## config.mk

```make
export PLATFORM = sky130hd
export DESIGN_NAME = pipe_stage_reg_flat
export DESIGN_NICKNAME = d
export VERILOG_FILES = /design/src/rtl/pipe_stage_reg_if.sv /design/src/rtl/pipe_stage_reg.sv /design/src/flat_wrapper.sv
export SDC_FILE = /design/constraint.sdc
export NUM_CORES = 1
export LEC_CHECK = 0
export ABC_CLOCK_PERIOD_IN_PS = 5650
export BUFFER_PORTS_ARGS = -buffer_cell sky130_fd_sc_hd__buf_2
export CORE_MARGIN = 2
export CORE_UTILIZATION = 55
export DETAILED_ROUTE_END_ITERATION = 16
export HOLD_SLACK_MARGIN = 0.1
export PLACE_DENSITY = 0.89
export SLEW_MARGIN = 20
export SYNTH_ARGS = -nofsm -noshare
export SYNTH_HDL_FRONTEND = slang
export SYNTH_SLANG_ARGS = --single-unit
```

## constraint.sdc

```tcl
create_clock -name clk -period 5.65 [get_ports clk]
set_clock_uncertainty 0.1 [all_clocks]
set_input_delay 0.2825 -clock clk [delete_from_list [all_inputs] [get_ports clk]]
set_output_delay 0.2825 -clock clk [all_outputs]
set_load 0.02 [all_outputs]
```

## src/rtl/pipe_stage_reg_if.sv

```systemverilog
// Handshake bundle for one pipeline stage boundary.
//
// Both sides of the stage live in the same bundle so a single instance
// describes one stage register and its neighbours:
//   in_valid / in_ready / in_data    upstream side of the stage
//   out_valid / out_ready / out_data downstream side of the stage
//   flush                            synchronous squash request
//   occupancy                        number of payloads held (0..2)
//
// Modports:
//   slave  - the stage register itself
//   master - whatever drives and consumes the stage (hazard unit, bench)
interface pipe_stage_reg_if #(
  parameter int WIDTH = 32
);
  logic             in_valid;
  logic             in_ready;
  logic [WIDTH-1:0] in_data;
  logic             out_valid;
  logic             out_ready;
  logic [WIDTH-1:0] out_data;
  logic             flush;
  logic [1:0]       occupancy;

  modport slave (
    input  in_valid, in_data, out_ready, flush,
    output in_ready, out_valid, out_data, occupancy
  );

  modport master (
    output in_valid, in_data, out_ready, flush,
    input  in_ready, out_valid, out_data, occupancy
  );
endinterface

```

## src/rtl/pipe_stage_reg.sv

```systemverilog
// Pipeline stage register with valid/ready handshake, synchronous flush
// and an optional skid entry.
//
// Ports:
//   clk  - clock, all state changes on the rising edge
//   rst  - asynchronous, active-high reset
//   bus  - pipe_stage_reg_if.slave: in_valid/in_ready/in_data,
//          out_valid/out_ready/out_data, flush, occupancy
//
// Handshake: a payload moves across a port on a rising edge where that
// port's valid and ready are both 1. valid never waits for ready, and a
// payload offered with valid=1 is held stable by its sender until taken.
//
// out_data always reflects the main entry. With SKID=1 a second (skid)
// entry absorbs the one payload that can arrive in the cycle after the
// main entry stalls, which lets in_ready come straight from a flop.
// With SKID=0 in_ready is the classic !out_valid || out_ready.
module pipe_stage_reg #(
  parameter int               WIDTH     = 32,
  parameter logic [WIDTH-1:0] RESET_VAL = '0,
  parameter logic [WIDTH-1:0] FLUSH_VAL = '0,
  parameter int               SKID      = 1
) (
  input logic             clk,
  input logic             rst,
  pipe_stage_reg_if.slave bus
);

  localparam bit HAS_SKID = (SKID != 0);

  logic             main_valid;
  logic [WIDTH-1:0] main_data;
  logic             skid_valid;
  logic [WIDTH-1:0] skid_data;

  logic in_ready;
  logic in_fire;
  logic out_fire;
  logic main_free;
  logic skid_load;

  generate
    if (HAS_SKID) begin : g_skid_ready
      // Registered ready: only the skid flag, never out_ready.
      assign in_ready = !skid_valid;
    end else begin : g_pass_ready
      assign in_ready = !main_valid || bus.out_ready;
    end
  endgenerate

  assign in_fire   = bus.in_valid && in_ready;
  assign out_fire  = main_valid && bus.out_ready;
  // Main entry can take a new value at this edge.
  assign main_free = !main_valid || out_fire;
  // New data goes to skid whenever main cannot take it directly, either
  // because main is stalled or because the older skid payload claims main.
  assign skid_load = HAS_SKID && in_fire && (!main_free || skid_valid);

  always_ff @(posedge clk or posedge rst) begin
    if (rst) begin
      main_valid <= 1'b0;
      main_data  <= RESET_VAL;
    end else if (bus.flush) begin
      main_valid <= 1'b0;
      main_data  <= FLUSH_VAL;
    end else if (main_free) begin
      if (skid_valid) begin
        main_valid <= 1'b1;
        main_data  <= skid_data;
      end else if (in_fire) begin
        main_valid <= 1'b1;
        main_data  <= bus.in_data;
      end else begin
        // Drained: data bits stay put so an idle stage does not toggle.
        main_valid <= 1'b0;
      end
    end
  end

  always_ff @(posedge clk or posedge rst) begin
    if (rst) begin
      skid_valid <= 1'b0;
    end else if (bus.flush) begin
      skid_valid <= 1'b0;
    end else if (skid_load) begin
      skid_valid <= 1'b1;
    end else if (main_free) begin
      skid_valid <= 1'b0;
    end
  end

  // Skid payload is only meaningful while skid_valid is set, so it needs
  // no reset.
  always_ff @(posedge clk) begin
    if (skid_load) begin
      skid_data <= bus.in_data;
    end
  end

  assign bus.in_ready  = in_ready;
  assign bus.out_valid = main_valid;
  assign bus.out_data  = main_data;
  assign bus.occupancy = {1'b0, main_valid} + {1'b0, skid_valid};

endmodule

```

## src/flat_wrapper.sv

```systemverilog
// flat-port wrapper written by rule: the top's interface ports become plain ports
module pipe_stage_reg_flat 
#(
  parameter int               WIDTH     = 32,
  parameter logic [WIDTH-1:0] RESET_VAL = '0,
  parameter logic [WIDTH-1:0] FLUSH_VAL = '0,
  parameter int               SKID      = 1
)
  (clk, rst, bus_in_valid, bus_in_data, bus_out_ready, bus_flush, bus_in_ready, bus_out_valid, bus_out_data, bus_occupancy);
  pipe_stage_reg_if #(.WIDTH(WIDTH)) bus_i ();
  input logic clk;
  input logic rst;
  input wire logic [$bits(bus_i.in_valid)-1:0] bus_in_valid;
  input wire logic [$bits(bus_i.in_data)-1:0] bus_in_data;
  input wire logic [$bits(bus_i.out_ready)-1:0] bus_out_ready;
  input wire logic [$bits(bus_i.flush)-1:0] bus_flush;
  output wire logic [$bits(bus_i.in_ready)-1:0] bus_in_ready;
  output wire logic [$bits(bus_i.out_valid)-1:0] bus_out_valid;
  output wire logic [$bits(bus_i.out_data)-1:0] bus_out_data;
  output wire logic [$bits(bus_i.occupancy)-1:0] bus_occupancy;
  assign bus_i.in_valid = bus_in_valid;
  assign bus_i.in_data = bus_in_data;
  assign bus_i.out_ready = bus_out_ready;
  assign bus_i.flush = bus_flush;
  assign bus_in_ready = bus_i.in_ready;
  assign bus_out_valid = bus_i.out_valid;
  assign bus_out_data = bus_i.out_data;
  assign bus_occupancy = bus_i.occupancy;
  pipe_stage_reg #(.WIDTH(WIDTH), .RESET_VAL(RESET_VAL), .FLUSH_VAL(FLUSH_VAL), .SKID(SKID)) u_core (.clk(clk), .rst(rst), .bus(bus_i));
endmodule
```

==> run summary, run 1 <==
Slew headroom: 0.319
Synth top area share: 0.373
CTS Buf Count: 9
Final slew viol count: 0
Worst Path Class, Setup: register to register
Flops & latches, synth: 66
Clk pin slew, worst setup/hold paths: 0.07 ns
First-pass GRT wire length: 9020 um
Count leader, synth: dfrtp_1
Number of fillers in the final layout: 253
Peak supply drop: 0.216 mV
Drt pass-1 iters: 4
IO Count: 73
Ys async rst share: 0.515
Finished Cell Area: 3510 um^2
Max Cap Viol: 0
Site Rows: 24
Vias: 1727
Setup violators final: 0
Largest net degree at the start of global routing: 38
Remaining Overflow, GRT: 0
Die X: 72.4 um
Layout Cells excl Fill: 318
DR WL/cell: 17.2 um
Overall Power: 1.09 mW
Top_reg_cell synth: dfrtp_1
RSZ-0062 raised after global routing: no
F_max: 388 MHz
Initial Utilization: 0.579
Synthesized area: 2570 um^2
Worst slew pin tran: 1.02 ns
Placed Cells: 268
Critical path startpoint: u_core.skid_valid
Post-synthesis cell count: 151
CP endpoint: u_core.skid_data[6]
Leak: 1.48 nW
Clk_lat worst skew: 0.34 ns
Drt initial violations: 123
Syn-to-layout area delta: 36.4%
Antenna violations before repair: 0
Register area: 1810 um^2
Multi-input logic area: 684 um^2
DRC Markers: 0
Vias per cell: 5.43
Worst Path Required: 5.56 ns
Die height: 72.4 um
Die ar.: 5240 um^2
Post-CTS Resized: 0
Status: complete, no violations
Synth unique cells: 17
N_diodes: 0
Period utilization: 0.456
RR Endpoint: u_core.skid_data[6]
TNS Setup: 0 ns
Min Tclk post-route: 2.58 ns
Average cell area after synthesis: 17.0 um^2
Pwr per Cell Area: 310 nW/um^2
CTS tree: yes
Antenna-violating nets left: 0
Clock Sinks: 66
Synth Warn #: 0
Final count of hold timing violations: 0
Clock tree buffer depth: 2
Vias in the first global route: 1795
GPL Wtd Cong: 0.743
Startpoint types: register
Hold slack: 0.164 ns
Share of layout cells above drive strength 1: 0.361
Min-delay worst type: input port to register
Synth cell count leaders: dfrtp_1 (34), edfxtp_1 (32), mux2i_1 (32), o2bb2ai_1 (31), buf_2 (6)
CORE AREA: 4440 um^2
Hold Startpoint: bus_in_valid
Reg2Reg Depth: 2
Critical Path AT: 2.49 ns
All-Layer GR Usage: 0.235
Post-synth EDFFs: 32
Total Nets Final: 299
Synth top area cells: edfxtp_1 (37%), dfrtp_1 (33%), mux2i_1 (12%)
Port buffer count: 72
Syn Nets: 189
Dpl cell area: 2950 um^2
Critical Path Fanout Max: 37
Worst r2r src: u_core.skid_valid
H-tree depth: 3
Overall routed net length: 5480 um
Endpoint type of the worst setup path: register
Synth area leader: edfxtp_1
Clock Tree Root: clkbuf_8
Flop-to-flop setup slack: 3.07 ns
Sequential share of the synthesized area: 0.704
metal layers:
metal  up-vias  GRT usage  share of wire
met5         -          0              0
met4         0     0.0988          0.011
met3         6     0.0611          0.049
met2        59      0.359           0.49
met1       858      0.324           0.45
li1        804          -              -
logic make-up (layout without fill, tap and decap cells):
logic type,Yosys count,in the layout,share of synthesized area
buf+inv,12,127,0.0321
flops,66,66,0.704
fa+ha+maj,1,1,0.00486
mux,32,32,0.124
compound gates,34,34,0.120
simple gates,6,6,0.0151
layout make-up:
type,count,area share
sequential,66,0.516
multi-input combinational,73,0.195
clock inverter,6,0.0228
timing repair buffer,109,0.206
tap,52,0.0185
clock buffer,10,0.0392
inverter,2,0.00214
layout by cell type, fill, tap and decap left out, types with 2 or more instances in the layout:
cell / instances
bufinv_16: 2
buf_4: 3
inv_1: 2
dlygate4sd3_1: 34
dfrtp_1: 33
edfxtp_1: 32
o2bb2ai_1: 31
clkbuf_8: 10
buf_2: 72
mux2i_1: 32
clkinv_2: 4
registers in the layout, indices dropped and copies added (netlist names):
register / count
u_core.bus.out_data: 32
u_core.skid_valid: 1
u_core.skid_data: 32
u_core.bus.out_valid: 1
worst min-delay path by stage:
stage                                          to  slack (ns)  cells past startpoint
after floorplan              u_core.bus.out_valid        0.25                      1
after global placement    u_core.bus.out_data[21]        0.29                      3
after detailed placement  u_core.bus.out_data[21]        0.31                      3
after CTS                       u_core.skid_valid        0.16                      3
after global routing         u_core.bus.out_valid        0.21                      3
final                        u_core.bus.out_valid        0.16                      3
through the flow:
step	utilization	setup slack, ns
final	0.790	3.07
after global routing	0.790	2.91
after CTS	0.790	3.08
after detailed placement	0.664	3.10
after global placement	0.664	3.16
after floorplan	-	1.96
worst max-delay path, stage by stage (launching register included):
cell	delay [ns]
dfrtp_2	0.76
nor3b_2	0.94
buf_4	0.42
timing repair:
action	CTS	global route
setup buffers	0	0
hold endpoints to repair	68	0
hold buffers	34	0
power breakdown:
group | internal [mW] | switching [mW] | total (mW)
clock | 0.257 | 0.173 | 0.430
combinational | 0.0528 | 0.0653 | 0.118
sequential | 0.527 | 0.0138 | 0.540
total | 0.837 | 0.252 | 1.09
Note: power is estimated with default switching activity, not from simulation.
==> run 2: changes to the inputs <==
ABC_CLOCK_PERIOD_IN_PS = 2300   (was 5650)
CORE_UTILIZATION = 46   (was 55)
PLACE_DENSITY = 0.8   (was 0.89)
clock period = 2.3 ns   (was 5.65 ns; I/O delays follow)
==> run 2 against run 1 <==
  * Hold slack improved by 0.0012 ns
  * Sequential power increased by 140%
  * Cell count increased by 8.5%
  * Critical path type is now register to output port
  * Critical endpoint is now bus_occupancy[0]
  * Largest cell class unchanged
==> run summary, run 2 (synthesis gave the netlist of run 1 again) <==
Crit path buf inv count: 2
Final slew viol count: 0
Min-delay worst type: input port to register
Clock tree buffer depth: 2
Setup violators final: 0
Max Cap Viol: 0
CTS Buf Count: 9
CP max stage delay: 0.61 ns
Number of fillers in the final layout: 418
Die X: 78.8 um
Commonest non-fill, non-tap cell in the layout: buf_2
Port buffer count: 72
Worst path slowest cell: dfrtp_2
GPL Wtd Cong: 0.778
Leak: 1.50 nW
Site Rows: 27
Slew headroom: 0.696
Endpoint type of the worst setup path: output port
Die ar.: 6210 um^2
Worst path top cell family by delay: flip-flops
Finished Cell Area: 3560 um^2
CORE AREA: 5440 um^2
Total Nets Final: 306
Antenna violations before repair: 0
Final count of hold timing violations: 0
Register area: 1810 um^2
Vias: 1743
Antenna-violating nets left: 0
Vias in the first global route: 1824
DR WL/cell: 16.7 um
Multi-input logic area: 691 um^2
Clock Tree Root: clkbuf_8
Min Tclk post-route: 2.08 ns
Period utilization: 0.905
H-tree depth: 3
Worst slew pin tran: 0.456 ns
All-Layer GR Usage: 0.199
Worst Path Required: 2.09 ns
Critical Path Fanout Max: 24
Clk_lat worst skew: 0.34 ns
Pwr per Cell Area: 714 nW/um^2
Largest net degree at the start of global routing: 35
Remaining Overflow, GRT: 0
Startpoint types: register
Vias per cell: 5.05
Sequence of cells on the critical path: buf_4 > ha_1 > buf_2
Dpl cell area: 3020 um^2
F_max: 480 MHz
Syn-to-layout area delta: 38.4%
Setup ws final: 0.218 ns
Initial Utilization: 0.473
Peak supply drop: 0.427 mV
CTS tree: yes
DRC Markers: 0
Worst Path Class, Setup: register to output port
Die height: 78.8 um
Drt initial violations: 90
TNS Setup: 0 ns
Status: complete, no violations
N_diodes: 0
Most frequent cells in the layout: buf_2 (72), dlygate4sd3_1 (36), dfrtp_1 (33), mux2i_1 (32), edfxtp_1 (32)
IO Count: 73
DP HPWL: 3470 um
First-pass GRT wire length: 9220 um
Drt pass-1 iters: 4
Pre-CTS setup slack: 0.538 ns
RSZ-0062 raised after global routing: no
Share of layout cells above drive strength 1: 0.355
Overall routed net length: 5780 um
Clock Sinks: 66
Buffer count from post-CTS setup fixing: 0
Clk pin slew, worst setup/hold paths: 0.06 ns
Critical Path AT: 1.87 ns
-- run 2: routing by layer --
metal | up-vias | track usage | share of wire
li1 | 816 | - | -
met4 | 0 | 0.0912 | 0.021
met1 | 854 | 0.261 | 0.44
met5 | - | 0 | 0
met3 | 10 | 0.0489 | 0.056
met2 | 63 | 0.315 | 0.48
-- run 2: layout make-up --
type,count,share of cell area
well taps,72,0.0253
repair buffers,116,0.219
inverters,2,0.00211
multi-input cells,73,0.194
clock buffers,12,0.0379
clock inverters,4,0.0123
flip-flops and latches,66,0.509
-- run 2: timing repair --
action,CTS,global route
hold endpoints to repair,100,0
hold buffers,36,0
resized for setup,0,0
-- run 2: final timing paths --
| path | start | to | slack, ns | cells past startpoint |
|---|---|---|---|---|
| worst max-delay path | u_core.skid_valid | bus_occupancy[0] | 0.22 | 3 |
| worst min-delay path | bus_out_ready | u_core.skid_valid | 0.17 | 3 |
| worst max register to register | u_core.skid_valid | u_core.bus.out_valid | 0.22 | 4 |
| worst min register to register | u_core.bus.out_data[27] | u_core.bus.out_data[27] | 0.38 | 1 |
| max in group asynchronous | rst | u_core.skid_valid | 1.42 | 4 |
| min in group asynchronous | rst | u_core.bus.out_data[25] | 0.33 | 4 |
-- run 2: metrics by stage --
step / power [mW] / cells / utilization / hold WS (ns)
after floorplan: 1.49 / 151 / - / 0.0781
after global placement: 1.60 / 293 / 0.556 / 0.128
after detailed placement: 1.60 / 293 / 0.556 / 0.139
after CTS: 2.56 / 345 / 0.655 / 0.149
after global routing: 2.64 / 345 / 0.655 / 0.177
final: 2.54 / 345 / 0.655 / 0.166
-- run 2: power breakdown --
part           leakage (nW)  internal, mW  switching, mW
clock                0.0918         0.495          0.420
combinational         0.661         0.138          0.167
sequential            0.743          1.29         0.0292
-- run 2: tightest hold or removal path: stages --
cell	delay, ns
buf_2	0.07
nand2b_1	0.28
nor3_1	0.09
